<file path="src/rtl/temp_sensor_pkg.sv">
// rtl/temp_sensor_pkg.sv - shared constants, FSM state type and frame check for the sensor reader
package temp_sensor_pkg;

  localparam int         FRAME_BITS   = 8;
  localparam logic [2:0] SYNC_PATTERN = 3'b101;
  localparam logic [4:0] TEMP_RESET   = 5'd20;
  localparam int         FAULT_LIMIT  = 3;

  typedef enum logic [1:0] {
    IDLE,
    START,
    SHIFT,
    CHECK
  } state_e;

  function automatic logic frame_ok(input logic [FRAME_BITS-1:0] frame);
    return frame[2:0] == SYNC_PATTERN;
  endfunction

endpackage

</file>
<file path="src/rtl/temp_sensor_reader_sclk_gen.sv">
// rtl/temp_sensor_reader_sclk_gen.sv - sensor clock half-period divider with enable and edge strobes
module sclk_gen #(
  parameter int SCLK_DIV = 2
) (
  input  logic clk,
  input  logic rst_n,
  input  logic en,
  output logic sclk,
  output logic rise,
  output logic fall
);

  localparam int              DIV_W    = (SCLK_DIV > 1) ? $clog2(SCLK_DIV) : 1;
  localparam logic [DIV_W-1:0] DIV_LAST = DIV_W'(SCLK_DIV - 1);

  logic [DIV_W-1:0] div_cnt_q, div_cnt_d;
  logic             sclk_q, sclk_d;
  logic             toggle;

  // Strobes fire in the cycle before the edge that moves sclk, so a consumer
  // acting on them updates on the same clk edge as the pin.
  always_comb begin
    toggle    = en && (div_cnt_q == DIV_LAST);
    div_cnt_d = div_cnt_q;
    sclk_d    = sclk_q;
    if (!en) begin
      div_cnt_d = '0;
      sclk_d    = 1'b0;
    end else if (toggle) begin
      div_cnt_d = '0;
      sclk_d    = ~sclk_q;
    end else begin
      div_cnt_d = div_cnt_q + DIV_W'(1);
    end
  end

  always_ff @(posedge clk) begin
    if (!rst_n) begin
      div_cnt_q <= '0;
      sclk_q    <= 1'b0;
    end else begin
      div_cnt_q <= div_cnt_d;
      sclk_q    <= sclk_d;
    end
  end

  assign sclk = sclk_q;
  assign rise = toggle & ~sclk_q;
  assign fall = toggle & sclk_q;

endmodule

</file>
<file path="src/rtl/temp_sensor_reader.sv">
// rtl/temp_sensor_reader.sv - periodic serial sensor poll, sync validation and fault tracking
module temp_sensor_reader
  import temp_sensor_pkg::*;
#(
  parameter int SCLK_DIV      = 2,
  parameter int SAMPLE_PERIOD = 64
) (
  input  logic       clk,
  input  logic       rst_n,
  input  logic       sensor_sdo,
  output logic       sensor_cs_n,
  output logic       sensor_sclk,
  output logic [4:0] temperature,
  output logic       temp_valid,
  output logic       frame_err,
  output logic       sensor_fault
);

  localparam int               CNT_W     = (SAMPLE_PERIOD > 1) ? $clog2(SAMPLE_PERIOD) : 1;
  localparam int               TAIL_W    = $clog2(SCLK_DIV + 1);
  localparam logic [CNT_W-1:0] CNT_LAST  = CNT_W'(SAMPLE_PERIOD - 1);
  localparam logic [TAIL_W-1:0] TAIL_LAST = TAIL_W'(SCLK_DIV);

  if (SCLK_DIV < 1) begin : g_bad_div
    $error("SCLK_DIV must be at least 1");
  end
  if (SAMPLE_PERIOD <= 17 * SCLK_DIV + 1) begin : g_bad_period
    $error("SAMPLE_PERIOD must exceed 17*SCLK_DIV+1");
  end

  state_e                  state_q, state_d;
  logic [CNT_W-1:0]        period_q, period_d;
  logic [3:0]              fall_cnt_q, fall_cnt_d;
  logic [TAIL_W-1:0]       tail_q, tail_d;
  logic [FRAME_BITS-1:0]   shift_q, shift_d;
  logic [4:0]              temp_q, temp_d;
  logic                    temp_valid_q, temp_valid_d;
  logic                    frame_err_q, frame_err_d;
  logic [1:0]              err_cnt_q, err_cnt_d;
  logic                    fault_q, fault_d;
  logic                    cs_n_q, cs_n_d;

  logic                    sclk_en;
  logic                    sclk_rise;
  logic                    sclk_fall;

  assign sclk_en = (state_q == START) ||
                   ((state_q == SHIFT) && (fall_cnt_q != 4'(FRAME_BITS)));

  sclk_gen #(
    .SCLK_DIV (SCLK_DIV)
  ) u_sclk_gen (
    .clk   (clk),
    .rst_n (rst_n),
    .en    (sclk_en),
    .sclk  (sensor_sclk),
    .rise  (sclk_rise),
    .fall  (sclk_fall)
  );

  always_comb begin
    state_d      = state_q;
    period_d     = (period_q == CNT_LAST) ? '0 : period_q + CNT_W'(1);
    fall_cnt_d   = fall_cnt_q;
    tail_d       = tail_q;
    shift_d      = shift_q;
    temp_d       = temp_q;
    temp_valid_d = 1'b0;
    frame_err_d  = 1'b0;
    err_cnt_d    = err_cnt_q;
    fault_d      = fault_q;

    if (sclk_rise) begin
      shift_d = {shift_q[FRAME_BITS-2:0], sensor_sdo};
    end
    if (sclk_fall) begin
      fall_cnt_d = fall_cnt_q + 4'd1;
    end

    case (state_q)
      IDLE: begin
        fall_cnt_d = '0;
        tail_d     = '0;
        if (period_q == '0) begin
          state_d = START;
        end
      end
      START: begin
        if (sclk_rise) begin
          state_d = SHIFT;
        end
      end
      SHIFT: begin
        // Low tail counts from the cycle holding the final fall, giving a
        // 17*SCLK_DIV+1 cycle chip-select window.
        if (fall_cnt_q == 4'(FRAME_BITS)) begin
          if (tail_q == TAIL_LAST) begin
            state_d = CHECK;
          end else begin
            tail_d = tail_q + TAIL_W'(1);
          end
        end
      end
      CHECK: begin
        state_d = IDLE;
        if (frame_ok(shift_q)) begin
          temp_d       = shift_q[FRAME_BITS-1:3];
          temp_valid_d = 1'b1;
          err_cnt_d    = '0;
          fault_d      = 1'b0;
        end else begin
          frame_err_d = 1'b1;
          if (err_cnt_q != 2'(FAULT_LIMIT)) begin
            err_cnt_d = err_cnt_q + 2'd1;
          end
          if (err_cnt_d == 2'(FAULT_LIMIT)) begin
            fault_d = 1'b1;
          end
        end
      end
      default: state_d = IDLE;
    endcase

    cs_n_d = !((state_d == START) || (state_d == SHIFT));
  end

  always_ff @(posedge clk) begin
    if (!rst_n) begin
      state_q      <= IDLE;
      period_q     <= '0;
      fall_cnt_q   <= '0;
      tail_q       <= '0;
      shift_q      <= '0;
      temp_q       <= TEMP_RESET;
      temp_valid_q <= 1'b0;
      frame_err_q  <= 1'b0;
      err_cnt_q    <= '0;
      fault_q      <= 1'b0;
      cs_n_q       <= 1'b1;
    end else begin
      state_q      <= state_d;
      period_q     <= period_d;
      fall_cnt_q   <= fall_cnt_d;
      tail_q       <= tail_d;
      shift_q      <= shift_d;
      temp_q       <= temp_d;
      temp_valid_q <= temp_valid_d;
      frame_err_q  <= frame_err_d;
      err_cnt_q    <= err_cnt_d;
      fault_q      <= fault_d;
      cs_n_q       <= cs_n_d;
    end
  end

  // Board wiring: temperature[4] feeds the controller's temperature_0 (MSB).
  assign temperature  = temp_q;
  assign temp_valid   = temp_valid_q;
  assign frame_err    = frame_err_q;
  assign sensor_fault = fault_q;
  assign sensor_cs_n  = cs_n_q;

endmodule

</file>
<file path="config.mk">
export PLATFORM = sky130hd
export DESIGN_NAME = temp_sensor_reader
export DESIGN_NICKNAME = d
export VERILOG_FILES = /design/src/rtl/temp_sensor_pkg.sv /design/src/rtl/temp_sensor_reader_sclk_gen.sv /design/src/rtl/temp_sensor_reader.sv
export SDC_FILE = /design/constraint.sdc
export NUM_CORES = 1
export LEC_CHECK = 0
export ABC_AREA = 1
export BUFFER_PORTS_ARGS = -buffer_cell sky130_fd_sc_hd__buf_2
export CAP_MARGIN = 20
export CORE_MARGIN = 2
export CORE_UTILIZATION = 32
export CTS_CLUSTER_DIAMETER = 80
export DETAILED_ROUTE_END_ITERATION = 8
export REMOVE_ABC_BUFFERS = 1
export SYNTH_ARGS = -nofsm -noshare
export SYNTH_HDL_FRONTEND = slang
export SYNTH_SLANG_ARGS = --single-unit
</file>
<file path="constraint.sdc">
create_clock -name clk -period 1.4 [get_ports clk]
set_input_delay 0.28 -clock clk [delete_from_list [all_inputs] [get_ports clk]]
set_output_delay 0.28 -clock clk [all_outputs]
set_load 0.1 [all_outputs]
</file>
* Word level (Yosys, flattened, before mapping)
Index checks and enable logic that the tools add are counted.
Widths: inputs -> output; s select.
** Operators by class
- Add/sub/neg operators :: 5
- Equality and inequality tests :: 14
- Muxes and demuxes :: 16
- Bitwise logic cells :: 5
- Reductions and logical operators :: 17
** Operators with widths (count)
- $mux 2 :: 10
- $eq 2x2->1 const B :: 5
- $pmux 2 s4 :: 1
- $reduce_and 2->1 :: 4
- $add 6x1->6 const B :: 1
- $eq 6x6->1 const B :: 1
- $logic_not 6->1 :: 1
- $add 2x1->2 const B :: 2
- $add 4x1->4 const B :: 1
- $eq 2x1->1 const B :: 2
- $eq 4x4->1 const B :: 1
- $mux 1 :: 4
- $ne 2x2->1 const B :: 2
- $ne 4x4->1 const B :: 1
- $pmux 2 s2 :: 1
- $reduce_bool 2->1 :: 2
- $reduce_or 2->1 :: 2
- $eq 3x3->1 const B :: 1
- $not 1->1 :: 3
- $reduce_and 3->1 :: 1
- $reduce_or 3->1 :: 1
- $and 1x1->1 :: 2
- $logic_and 1x1->1 :: 2
- $logic_not 2->1 :: 1
- 4 further kinds :: 5
** Word-level totals
- Flip-flop bits (word level) :: 35
- Word-level logic and storage cells :: 70

* Longest topological paths before layout
Gate-level depths: netlist of run 1.
- Depth in word-level cells :: 10
- Gate-level depth with buffers :: 9
- Gate-level depth less buffers :: 9

* By module
Synthesis of run 1 repeated with hierarchy kept, for this count alone.
** Unflattened totals
- Cells, all modules :: 188
- Area total of the unflattened synthesis :: 1442.6 um^2
** Modules (own cells, without submodules)
- temp_sensor_reader :: times used 1, cells each 175, area each 1348.8 um^2
- sclk_gen :: times used 1, cells each 13, area each 93.8 um^2

* Worst setup path before layout of run 1
Ideal clock, no wire load.
- Path kind :: reg-to-reg
- Start point :: reg u_sclk_gen.sclk_q (netlist: u_sclk_gen.sclk)
- End point :: reg fall_cnt_q[1]
- Data arrival time :: 1619 ps
- Slack :: -336 ps
- Stages on the path, launching flop included :: 4
- Cells stage by stage :: dfxtp_1 -> nand4_2 -> o21ai_0 -> nor2_1
** On the way
- Longest elaborated chain between the ends :: 1
** Ends and longest elaborated chain
- start: declaration :: RTL line temp_sensor_reader_sclk_gen.sv:17 : logic sclk_q, sclk_d;
- start signal: assignment :: RTL line temp_sensor_reader_sclk_gen.sv:43 : sclk_q <= sclk_d;
- $and 1x1->1 :: RTL line temp_sensor_reader_sclk_gen.sv:49 : assign fall = toggle & sclk_q;
- end signal: assignment :: RTL line temp_sensor_reader.sv:143 : fall_cnt_q <= fall_cnt_d;
- end: declaration :: RTL line temp_sensor_reader.sv:33 : logic [3:0] fall_cnt_q, fall_cnt_d;
Every way passes these cells.
A chain may end at the register's enable or synchronous reset.

* Final worst setup path of run 1
- Start point :: reg temp_q[0] (netlist: temperature[0])
- End point :: out temperature[0]
** RTL lines
- start: declaration :: RTL line temp_sensor_reader.sv:36 : logic [4:0] temp_q, temp_d;
- start signal: assignment :: RTL line temp_sensor_reader.sv:146 : temp_q <= temp_d;
- end: declaration :: RTL line temp_sensor_reader.sv:13 : output logic [4:0] temperature,
No word-level cell between the ends.

==> impl_metrics.json, run 1 <==
{
  "grt_max_degree": 17,
  "placedInstanceArea_um2": 1710,
  "final.setup.tns_ns": 0,
  "path_depth": 1,
  "maxSlewHeadroom_pct": 67.9,
  "routed_via_density": 4.64,
  "endpoint_kind": "output port",
  "ctsHoldBuffers": 0,
  "antenna_found_initial": 0,
  "skew_ns": 0.00189,
  "worst-slew-pin-transition_ns": 0.485,
  "rsz0062_at_grt": "true",
  "drive_above_1_share_pct": 21.2,
  "syn-cell-area_um2": 1540,
  "crit_path_start_kind": "register",
  "avgSynthCellArea_um2": 7.27,
  "place.gp.congestion": 0.817,
  "synth_cell_type_count": 26,
  "die_h_um": 73.4,
  "timing.rr.start": "period_q[1]$_SDFF_PP0_",
  "ys_seq_elements": 35,
  "switchingPower_uw": 567,
  "cts_buffer_depth": 2,
  "pwr-share-comb_pct": 13.3,
  "ant_nets": 0,
  "dp.final_hpwl_um": 2180,
  "layout_min_cycle_time_ns": 1.32,
  "powerDensity_nw_per_um2": 1100,
  "nets": 243,
  "cp.buffers_inverters": 1,
  "synth_ff_type": "dfxtp_1",
  "h-tree-depth": 2,
  "cap_viol_max_count": 0,
  "synth.area.top_cells": "dfxtp_1, nor2_1, inv_1",
  "core_um2": 4690,
  "synth_most_common_cell": "nor2_1",
  "wl_per_cell_um": 10.1,
  "ir_worst_vdd_uv": 350,
  "holdWs_ns": 0.344,
  "numCtsBuffers": 5,
  "status": "completed",
  "dp_cells": 281,
  "hold_viol": 0,
  "worstSetupStartpoint": "temperature[0]$_SDFFE_PN0P_",
  "synthToLayoutAreaGrowth_pct": 20.0,
  "arrival_ns": 1.04,
  "diodes": 0,
  "start_util_pct": 32.8,
  "grtUsageTotal_pct": 12.2,
  "clk_latency_ns": 0.28,
  "leakage_uw": 0.000784,
  "cts-root-buf": "clkbuf_8",
  "yosysSeqAreaShare_pct": 45.5,
  "max_stage_delay_ns": 0.42,
  "p_clk_share_pct": 34.2,
  "fill_cells": 507,
  "crit_chain": "buf_2",
  "fin_cells": 290,
  "crit_type": "reg2out",
  "synthTopCellsByCount": "nor2_1, dfxtp_1, inv_1",
  "ios": 13,
  "worstPathMaxFanout": 2,
  "drv_slew": 0,
  "fp.dieW_um": 73.4,
  "cp.required_ns": 1.12,
  "io_buffer_count": 12,
  "grt_pass1_vias": 1192,
  "swShare_pct": 27.8,
  "drtIter0Drc": 39,
  "first_pass_iters": 4,
  "internal_power_uw": 1470,
  "drc_errors": 0,
  "final_area_um2": 1850,
  "crit_slowest_cell": "buf_2",
  "synth_edf_count": 0,
  "p_seq_share_pct": 52.4,
  "grt_pass1_wl_um": 5120,
  "clock_sinks": 35,
  "synth_area_leader_cell": "dfxtp_1",
  "overflow": 0,
  "drt_wl_total_um": 2920,
  "r2r-end": "period_q[5]$_SDFF_PP0_",
  "syn_inst": 212,
  "yosys_warnings": 0,
  "fmax_mhz": 760,
  "path_delay_family": "buffers and inverters",
  "synth_top_area_share_pct": 45.5,
  "path_clk_slew_ns": 0.07,
  "cts_tree": "done",
  "crit_path_end": "temperature[0]",
  "setup_viol": 0,
  "r2r_slack_ns": 0.12,
  "dieArea_um2": 5380,
  "hold_class": "in2reg",
  "async_reset_ff_share_pct": 0,
  "num_vias": 1345,
  "post-route-period-util_pct": 94.0,
  "rows": 25,
  "r2r.worst_path.cells": 7
}
-- sequential cells by signal (all words and copies together) (netlist names) --
register,cells
temp_valid,1
err_cnt_q,2
shift_q,8
state_q,2
fall_cnt_q,4
u_sclk_gen.div_cnt_q,1
frame_err,1
tail_q,2
temperature,5
sensor_fault,1
sensor_cs_n,1
period_q,6
u_sclk_gen.sclk,1
-- per-layer routing --
layer  track usage, %  share of wire, %  up-vias
met2             19.0                45       26
li1                 -                 -      713
met5                0                 0        -
met3             3.43               4.2        6
met1             15.7                49      600
met4             5.45               1.5        0
-- area by class of cell --
class / instances / area, um2 / share of cell area [%]
multi-input cells: 134 / 704 / 38.1
repair buffers: 21 / 143 / 7.72
clock inverters: 2 / 12.5 / 0.677
inverters: 38 / 143 / 7.72
well taps: 54 / 67.6 / 3.66
clock buffers: 6 / 72.6 / 3.93
flip-flops and latches: 35 / 706 / 38.2
-- cell usage in the layout (no fill, tap or decap), types with 5 or more instances in the layout --
cell type / synthesis / routed
o21ai_0: 7 / 6
buf_4: 0 / 9
clkbuf_8: 0 / 5
a21oi_1: 9 / 9
nor2_1: 43 / 41
nand3_1: 7 / 6
dfxtp_1: 35 / 31
inv_2: 3 / 5
inv_1: 34 / 33
buf_2: 2 / 11
nand4_1: 14 / 14
nand2_1: 33 / 31
nand2_2: 3 / 5
-- stage by stage --
stage	power (uW)	utilization [%]	setup slack, ns
after global placement	1340	36.5	0.0865
after floorplan	1270	-	-0.336
after detailed placement	1350	36.5	0.0438
after global routing	2150	39.4	-0.0113
final	2040	39.4	0.0846
after CTS	2050	38.3	0.0153
-- power groups by stage --
| stage | registers [uW] | logic, uW | clock network (uW) |
|---|---|---|---|
| final | 1070 | 272 | 698 |
| after CTS | 1070 | 260 | 729 |
| after global routing | 1080 | 304 | 770 |
| after floorplan | 1130 | 136 | 0 |
| after detailed placement | 1090 | 260 | 0 |
| after global placement | 1090 | 257 | 0 |
-- repair_timing --
item                                    4_1_cts  5_1_grt
buffers inserted                              0        1
endpoints found under the setup margin        0       16
hold endpoints to repair                      0        0
gates resized for setup                       0       16
-- cell families after synthesis --
| logic type | count (synthesis) | share of synthesized area, % |
|---|---|---|
| AND/OR/NAND/NOR | 107 | 31.1 |
| buffers and inverters | 43 | 11.1 |
| flip-flops | 35 | 45.5 |
| AO/OA/AOI/OAI | 21 | 7.64 |
| adder cells (fa/ha/maj) | 5 | 4.06 |
| XOR/XNOR | 1 | 0.569 |
-- how the worst min path moves through the flow --
stage	slack [ns]	endpoint	cells after the start	startpoint
floorplan	0.36	sensor_cs_n$_SDFF_PN1_	1	rst_n
global placement	0.43	sensor_fault$_SDFFE_PN0P_	2	sensor_fault$_SDFFE_PN0P_
detailed placement	0.43	sensor_fault$_SDFFE_PN0P_	2	sensor_fault$_SDFFE_PN0P_
CTS	0.35	state_q[1]$_SDFF_PN0_	3	rst_n
global route	0.35	shift_q[0]$_SDFFE_PN0P_	5	sensor_sdo
finish	0.34	state_q[1]$_SDFF_PN0_	3	rst_n
No activity file was read; power rests on OpenSTA's default activity.
==> run 2, diff against run 1 <==
--- a/config.mk
+++ b/config.mk
@@ -15,4 +15,5 @@
 export REMOVE_ABC_BUFFERS = 1
 export SYNTH_ARGS = -nofsm -noshare
 export SYNTH_HDL_FRONTEND = slang
+export SYNTH_HIERARCHICAL = 1
 export SYNTH_SLANG_ARGS = --single-unit
==> run 2 against run 1 <==
Net effect: the flow now finishes with violations (setup timing); register-to-register slack got worse by 0.22 ns; hold slack worse by 0.084 ns; via count fell by 6.4%; clock skew rose by 0.0068 ns; cell count down 2.4%; critical path depth increased by 10; maximum frequency fell by 13%; count of clock-buffer cells in the layout unchanged; setup slack got worse by 0.19 ns; critical path type is now reg2reg; critical endpoint is now fall_cnt_q[3]$_SDFFE_PP0P_; largest power group unchanged.
==> impl_metrics.json, run 2 <==
{
  "status": "finished, violations left",
  "violations": "setup timing",
  "drt_wl_total_um": 2900,
  "synthTopCellsByCount": "dfxtp_1, nor2_1, nand2_1",
  "async_reset_ff_share_pct": 0,
  "post-route-period-util_pct": 107,
  "num_vias": 1259,
  "path_delay_family": "simple AND/OR/NAND/NOR gates",
  "syn-cell-area_um2": 1440,
  "cp.buffers_inverters": 2,
  "crit_slowest_cell": "dfxtp_2",
  "overflow": 0,
  "powerDensity_nw_per_um2": 1350,
  "wl_per_cell_um": 10.2,
  "routed_via_density": 4.45,
  "drive_above_1_share_pct": 37.7,
  "holdCritStartpoint": "sensor_sdo",
  "rsz0062_at_grt": "true",
  "worstSetupStartpoint": "fall_cnt_q[1]$_SDFFE_PP0P_",
  "antenna_found_initial": 0,
  "p_seq_share_pct": 40.5,
  "cap_viol_max_count": 0,
  "endpoint_kind": "register",
  "core_um2": 4350,
  "avgSynthCellArea_um2": 7.67,
  "fmax_mhz": 665,
  "top_register": "shift_q",
  "synth_cell_type_count": 24,
  "timing.rr.start": "fall_cnt_q[1]$_SDFFE_PP0P_",
  "switchingPower_uw": 733,
  "final_common_cell": "dfxtp_1",
  "synthToLayoutAreaGrowth_pct": 40.9,
  "dieArea_um2": 5060,
  "ctsHoldBuffers": 0,
  "crit_chain": "inv_2 -> ha_4 -> nand3_2 -> nand2_2 -> o21ai_2 -> nand2_2 -> buf_6 -> nor2_4 -> nand4_1 -> o21ai_1 -> a21oi_1",
  "dp_cells": 268,
  "placedInstanceArea_um2": 1720,
  "layout_min_cycle_time_ns": 1.50,
  "cpMostUsedCell": "nand2_2",
  "start_util_pct": 33.1,
  "timing.final.ws_setup_ns": -0.104,
  "cp.required_ns": 1.58,
  "diodes": 0,
  "ir_worst_vdd_uv": 425,
  "clock_sinks": 35,
  "holdPathStages": 3,
  "grt_pass1_vias": 1140,
  "r2r.worst_path.cells": 11,
  "numCtsBuffers": 5,
  "pwr-share-comb_pct": 20.8,
  "rows": 24,
  "yosysSeqAreaShare_pct": 48.6,
  "first_pass_iters": 4,
  "final_area_um2": 2030,
  "cts_buffer_depth": 2,
  "grt_pass1_wl_um": 4800,
  "grtUsageTotal_pct": 12.2,
  "synth_edf_count": 0,
  "internal_power_uw": 2020,
  "fin_cells": 283,
  "synth_ff_type": "dfxtp_1",
  "crit_path_start_kind": "register",
  "ys_seq_elements": 35,
  "yosys_warnings": 6,
  "setup_viol": 10,
  "place.gp.congestion": 0.807,
  "grt_max_degree": 16,
  "fp.dieW_um": 71.1,
  "drtIter0Drc": 63,
  "ant_nets": 0,
  "hold_viol": 0,
  "drc_errors": 0,
  "syn_inst": 188,
  "maxSlewHeadroom_pct": 67.8,
  "max_stage_delay_ns": 0.33,
  "synth_area_leader_cell": "dfxtp_1",
  "swShare_pct": 26.6,
  "largest_register_ff_count": 8,
  "dpl_worst_slack_ns": -0.308,
  "cts-root-buf": "clkbuf_8",
  "io_buffer_count": 12,
  "synth.area.top_cells": "dfxtp_1, nor2_1, nand2_1",
  "p_clk_share_pct": 38.7,
  "die_h_um": 71.1,
  "drv_slew": 0,
  "ios": 13,
  "synth_top_area_share_pct": 48.6,
  "hold_class": "in2reg",
  "worst-slew-pin-transition_ns": 0.487,
  "final_cell_mix": "dfxtp_1, nor2_1, nand2_1",
  "arrival_ns": 1.68,
  "worstPathMaxFanout": 5,
  "h-tree-depth": 2,
  "path_depth": 11,
  "leakage_uw": 0.000906,
  "crit_type": "reg2reg",
  "cts_tree": "done",
  "path_clk_slew_ns": 0.07,
  "dp.final_hpwl_um": 1910,
  "nets": 238,
  "skew_ns": 0.00871,
  "clk_latency_ns": 0.29
}
==> run 2: changes by cell type after synthesis, sizes merged, moves of 2 or more <==
cell    delta
xnor2      +2
inv        -9
o21ai      +7
nand4     -10
nor2       -8
clkbuf     -2
==> run 2: logic make-up (layout without fill, tap and decap cells) <==
kind of cell             Yosys count  in the layout  synth area share (%)
AND/OR/NAND/NOR                   87             87                  26.7
flip-flops                        35             35                  48.6
buffers and inverters             32             75                  8.85
AO/OA/AOI/OAI                     25             25                  9.11
adder cells (fa/ha/maj)            5              5                  4.34
XOR/XNOR                           4              4                  2.43
==> run 2: worst paths after layout <==
path / to / slack (ns)
worst min-delay path: shift_q[0]$_SDFFE_PN0P_ / 0.26
worst max register to register: fall_cnt_q[3]$_SDFFE_PP0P_ / -0.10
worst max-delay path: fall_cnt_q[3]$_SDFFE_PP0P_ / -0.10
worst min register to register: temperature[0]$_SDFFE_PN0P_ / 0.45
==> run 2: power groups by stage <==
stage               combinational, uW  sequential, uW  clock, uW
finish                            572            1120       1070
CTS                               518            1110       1090
global route                      630            1130       1130
global placement                  476            1130          0
detailed placement                479            1130          0
floorplan                         225            1200          0
==> run 2: final cells by class <==
type	count	area [um2]
inverters	30	118
repair buffers	37	294
well taps	52	65.1
clock buffers	6	72.6
clock inverters	2	60.1
flip-flops and latches	35	703
multi-input cells	121	721
fillers	429	2320
==> run 2: worst register-to-register path: cells and delay by family (launching register included) <==
family | cells | cell delay [ns]
AOI/OAI and AO/OA | 3 | 0.25
adders and majority gates | 1 | 0.15
buffers and inverters | 2 | 0.18
DFF | 1 | 0.33
and+or+nand+nor | 5 | 0.50
==> run 2: metal layers <==
layer / vias to the layer above / track usage, % / wire length, um
met5: - / 0 / 0
met4: 0 / 6.29 / 61
met3: 5 / 3.42 / 65
met2: 11 / 20.0 / 1440
met1: 572 / 14.5 / 1330
li1: 671 / - / -
==> run 2: metrics by stage <==
stage	hold WS [ns]	utilization [%]	power (uW)	TNS (ns)
finish	0.260	46.7	2750	-0.474
global route	0.286	46.7	2880	-1.87
CTS	0.266	44.4	2710	-0.582
detailed placement	0.440	39.5	1610	-2.97
global placement	0.436	39.5	1610	-1.89
floorplan	0.364	-	1420	-4.46
==> run 2: what timing repair did <==
action                                  in CTS  in global routing
resized for setup                           14                 33
setup buffers                                5                  2
hold endpoints to repair                     0                  0
cloned                                       0                  0
pin swaps                                   10                 13
endpoints found under the setup margin      16                 18
==> run 3, diff against run 2 <==
--- a/config.mk
+++ b/config.mk
@@ -9,9 +9,12 @@
 export BUFFER_PORTS_ARGS = -buffer_cell sky130_fd_sc_hd__buf_2
 export CAP_MARGIN = 20
 export CORE_MARGIN = 2
-export CORE_UTILIZATION = 32
+export CORE_UTILIZATION = 57
 export CTS_CLUSTER_DIAMETER = 80
 export DETAILED_ROUTE_END_ITERATION = 8
+export GPL_TIMING_DRIVEN = 1
+export PLACE_DENSITY = 0.77
+export RECOVER_POWER = 50
 export REMOVE_ABC_BUFFERS = 1
 export SYNTH_ARGS = -nofsm -noshare
 export SYNTH_HDL_FRONTEND = slang
==> run 3 against run 2 <==
Net effect: the flow still finishes with violations (setup timing); largest cell class is now flip-flops and latches; core utilization up 30 points; sequential power hardly changed; count of clock-buffer cells in the layout is the same; final area decreased by 8.7%; maximum frequency down 4.8%; sequential cell count did not move; routed wire length up 4.2%; critical path depth did not move; first-iteration DRC count decreased by 48%; combinational power is 8.2% lower; via count up 3.6%; largest power group unchanged.
==> impl_metrics.json, run 3 (synthesized netlist as in run 2, its figures left out) <==
{
  "ir_worst_vdd_uv": 998,
  "grt_pass1_wl_um": 4760,
  "rows": 18,
  "crit_path_start_kind": "register",
  "r2r-end": "fall_cnt_q[3]$_SDFFE_PP0P_",
  "layout_min_cycle_time_ns": 1.58,
  "top_register": "shift_q",
  "dpl_worst_slack_ns": -0.315,
  "leakage_uw": 0.000850,
  "wl_per_cell_um": 11.7,
  "endpoint_kind": "register",
  "cp.required_ns": 1.65,
  "cap_viol_max_count": 0,
  "fmax_mhz": 633,
  "h-tree-depth": 2,
  "swShare_pct": 32.3,
  "ios": 13,
  "clk_latency_ns": 0.35,
  "switchingPower_uw": 701,
  "routed_via_density": 5.05,
  "rsz0062_at_grt": "true",
  "final_common_cell": "nor2_1",
  "cts_tree": "done",
  "fp.dieW_um": 54.3,
  "arrival_ns": 1.83,
  "worstPathMaxFanout": 6,
  "hold_class": "in2reg",
  "holdCritStartpoint": "sensor_sdo",
  "p_seq_share_pct": 51.2,
  "violations": "setup timing",
  "first_pass_iters": 4,
  "grt_pass1_vias": 1200,
  "drive_above_1_share_pct": 31.1,
  "powerDensity_nw_per_um2": 1170,
  "diodes": 0,
  "clock_sinks": 35,
  "worst-slew-pin-transition_ns": 0.484,
  "hold_viol": 0,
  "drt_wl_total_um": 3020,
  "timing.final.ws_setup_ns": -0.180,
  "holdPathStages": 3,
  "crit_type": "reg2reg",
  "nets": 235,
  "overflow": 0,
  "cts-root-buf": "clkbuf_4",
  "path_clk_slew_ns": 0.11,
  "start_util_pct": 59.3,
  "grtUsageTotal_pct": 23.4,
  "p_clk_share_pct": 24.6,
  "place.gp.congestion": 0.799,
  "r2r_slack_ns": -0.18,
  "drtIter0Drc": 33,
  "final_core_util_pct": 76.3,
  "dp.final_hpwl_um": 2100,
  "dieArea_um2": 2950,
  "ant_nets": 0,
  "post-route-period-util_pct": 113,
  "setup_viol": 12,
  "drc_errors": 0,
  "die_h_um": 54.3,
  "final_cell_mix": "nor2_1, dfxtp_1, nand2_1",
  "num_vias": 1304,
  "pwr-share-comb_pct": 24.2,
  "grt_max_degree": 18,
  "cts_buffer_depth": 2,
  "timing.rr.start": "fall_cnt_q[1]$_SDFFE_PP0P_",
  "largest_register_ff_count": 8,
  "maxSlewHeadroom_pct": 68.0,
  "synthToLayoutAreaGrowth_pct": 28.6,
  "status": "finished, violations left",
  "antenna_found_initial": 0,
  "skew_ns": 0.00693,
  "core_um2": 2430,
  "drv_slew": 0,
  "r2r.worst_path.cells": 11,
  "min_to": "shift_q[0]$_SDFFE_PN0P_",
  "internal_power_uw": 1470,
  "io_buffer_count": 12,
  "numCtsBuffers": 5
}
-- run 3: cell count changes in the layout (fill, tap and decap cells not counted), sizes merged --
| cell | before | now |
|---|---|---|
| buf | 37 | 30 |
| bufinv | 2 | 0 |
| clkbuf | 6 | 10 |
| clkinv | 2 | 3 |
| clkinvlp | 0 | 1 |
-- run 3: critical path, stage by stage, from the launching register on --
cell and delay, ns:
dfxtp_2 0.34, inv_2 0.05, ha_4 0.16, nand3_4 0.07, nand2_4 0.06, o21ai_4 0.07, nand2_2 0.08, buf_6 0.12
nor2_4 0.14, nand4_1 0.15, o21ai_1 0.18, a21oi_1 0.05
-- run 3: how the worst max path moves through the flow --
| stage | startpoint | end | slack, ns | cells past startpoint |
|---|---|---|---|---|
| 4_1_cts | fall_cnt_q[1]$_SDFFE_PP0P_ | fall_cnt_q[3]$_SDFFE_PP0P_ | -0.15 | 11 |
| 3_5_place_dp | fall_cnt_q[0]$_SDFFE_PP0P_ | fall_cnt_q[3]$_SDFFE_PP0P_ | -0.32 | 11 |
| 3_3_place_gp | fall_cnt_q[0]$_SDFFE_PP0P_ | state_q[0]$_SDFF_PN0_ | -0.16 | 14 |
| 5_1_grt | fall_cnt_q[0]$_SDFFE_PP0P_ | fall_cnt_q[3]$_SDFFE_PP0P_ | -0.28 | 11 |
| 6_report | fall_cnt_q[1]$_SDFFE_PP0P_ | fall_cnt_q[3]$_SDFFE_PP0P_ | -0.18 | 11 |
| 2_1_floorplan | fall_cnt_q[0]$_SDFFE_PP0P_ | state_q[0]$_SDFF_PN0_ | -0.52 | 14 |
-- run 3: per-stage QoR --
step                      hold slack (ns)  total power, uW  cell area (um2)  setup TNS (ns)  std cells
after detailed placement            0.437             1600             1670           -3.35        244
after floorplan                     0.364             1420             1430           -4.46        186
after global routing                0.202             2280             1860           -2.47        258
after CTS                           0.206             2130             1790           -1.07        256
final                               0.187             2170             1860          -0.841        258
after global placement              0.432             1570             1670           -1.69        244
-- run 3: what timing repair did --
action | CTS | global route
resized for setup | 16 | 14
setup buffers | 4 | 2
setup endpoints to repair | 20 | 20
endpoints found under the hold margin | 0 | 0
hold buffers | 0 | 0
pin swaps | 7 | 7
-- run 3: layout make-up --
class	instances	area (um2)
Sequential cell	35	704
Clock buffer	6	41.3
Fill cell	165	577
Clock inverter	2	12.5
Inverter	30	118
Timing Repair Buffer	34	268
Multi-Input combinational cell	121	674
Tap cell	30	37.5
-- run 3: metal layers --
metal,track usage (%),up-vias,routed length (um)
met5,0,-,0
met3,6.28,15,147
met2,40.4,33,1510
met4,16.7,0,87
met1,24.3,587,1280
li1,-,669,-
-- run 3: power by group through the flow --
stage          clock (uW)  combinational, uW  sequential [uW]
2_1_floorplan           0                225             1200
3_3_place_gp            0                444             1130
3_5_place_dp            0                467             1130
4_1_cts               536                485             1110
5_1_grt               582                581             1120
6_report              534                525             1110
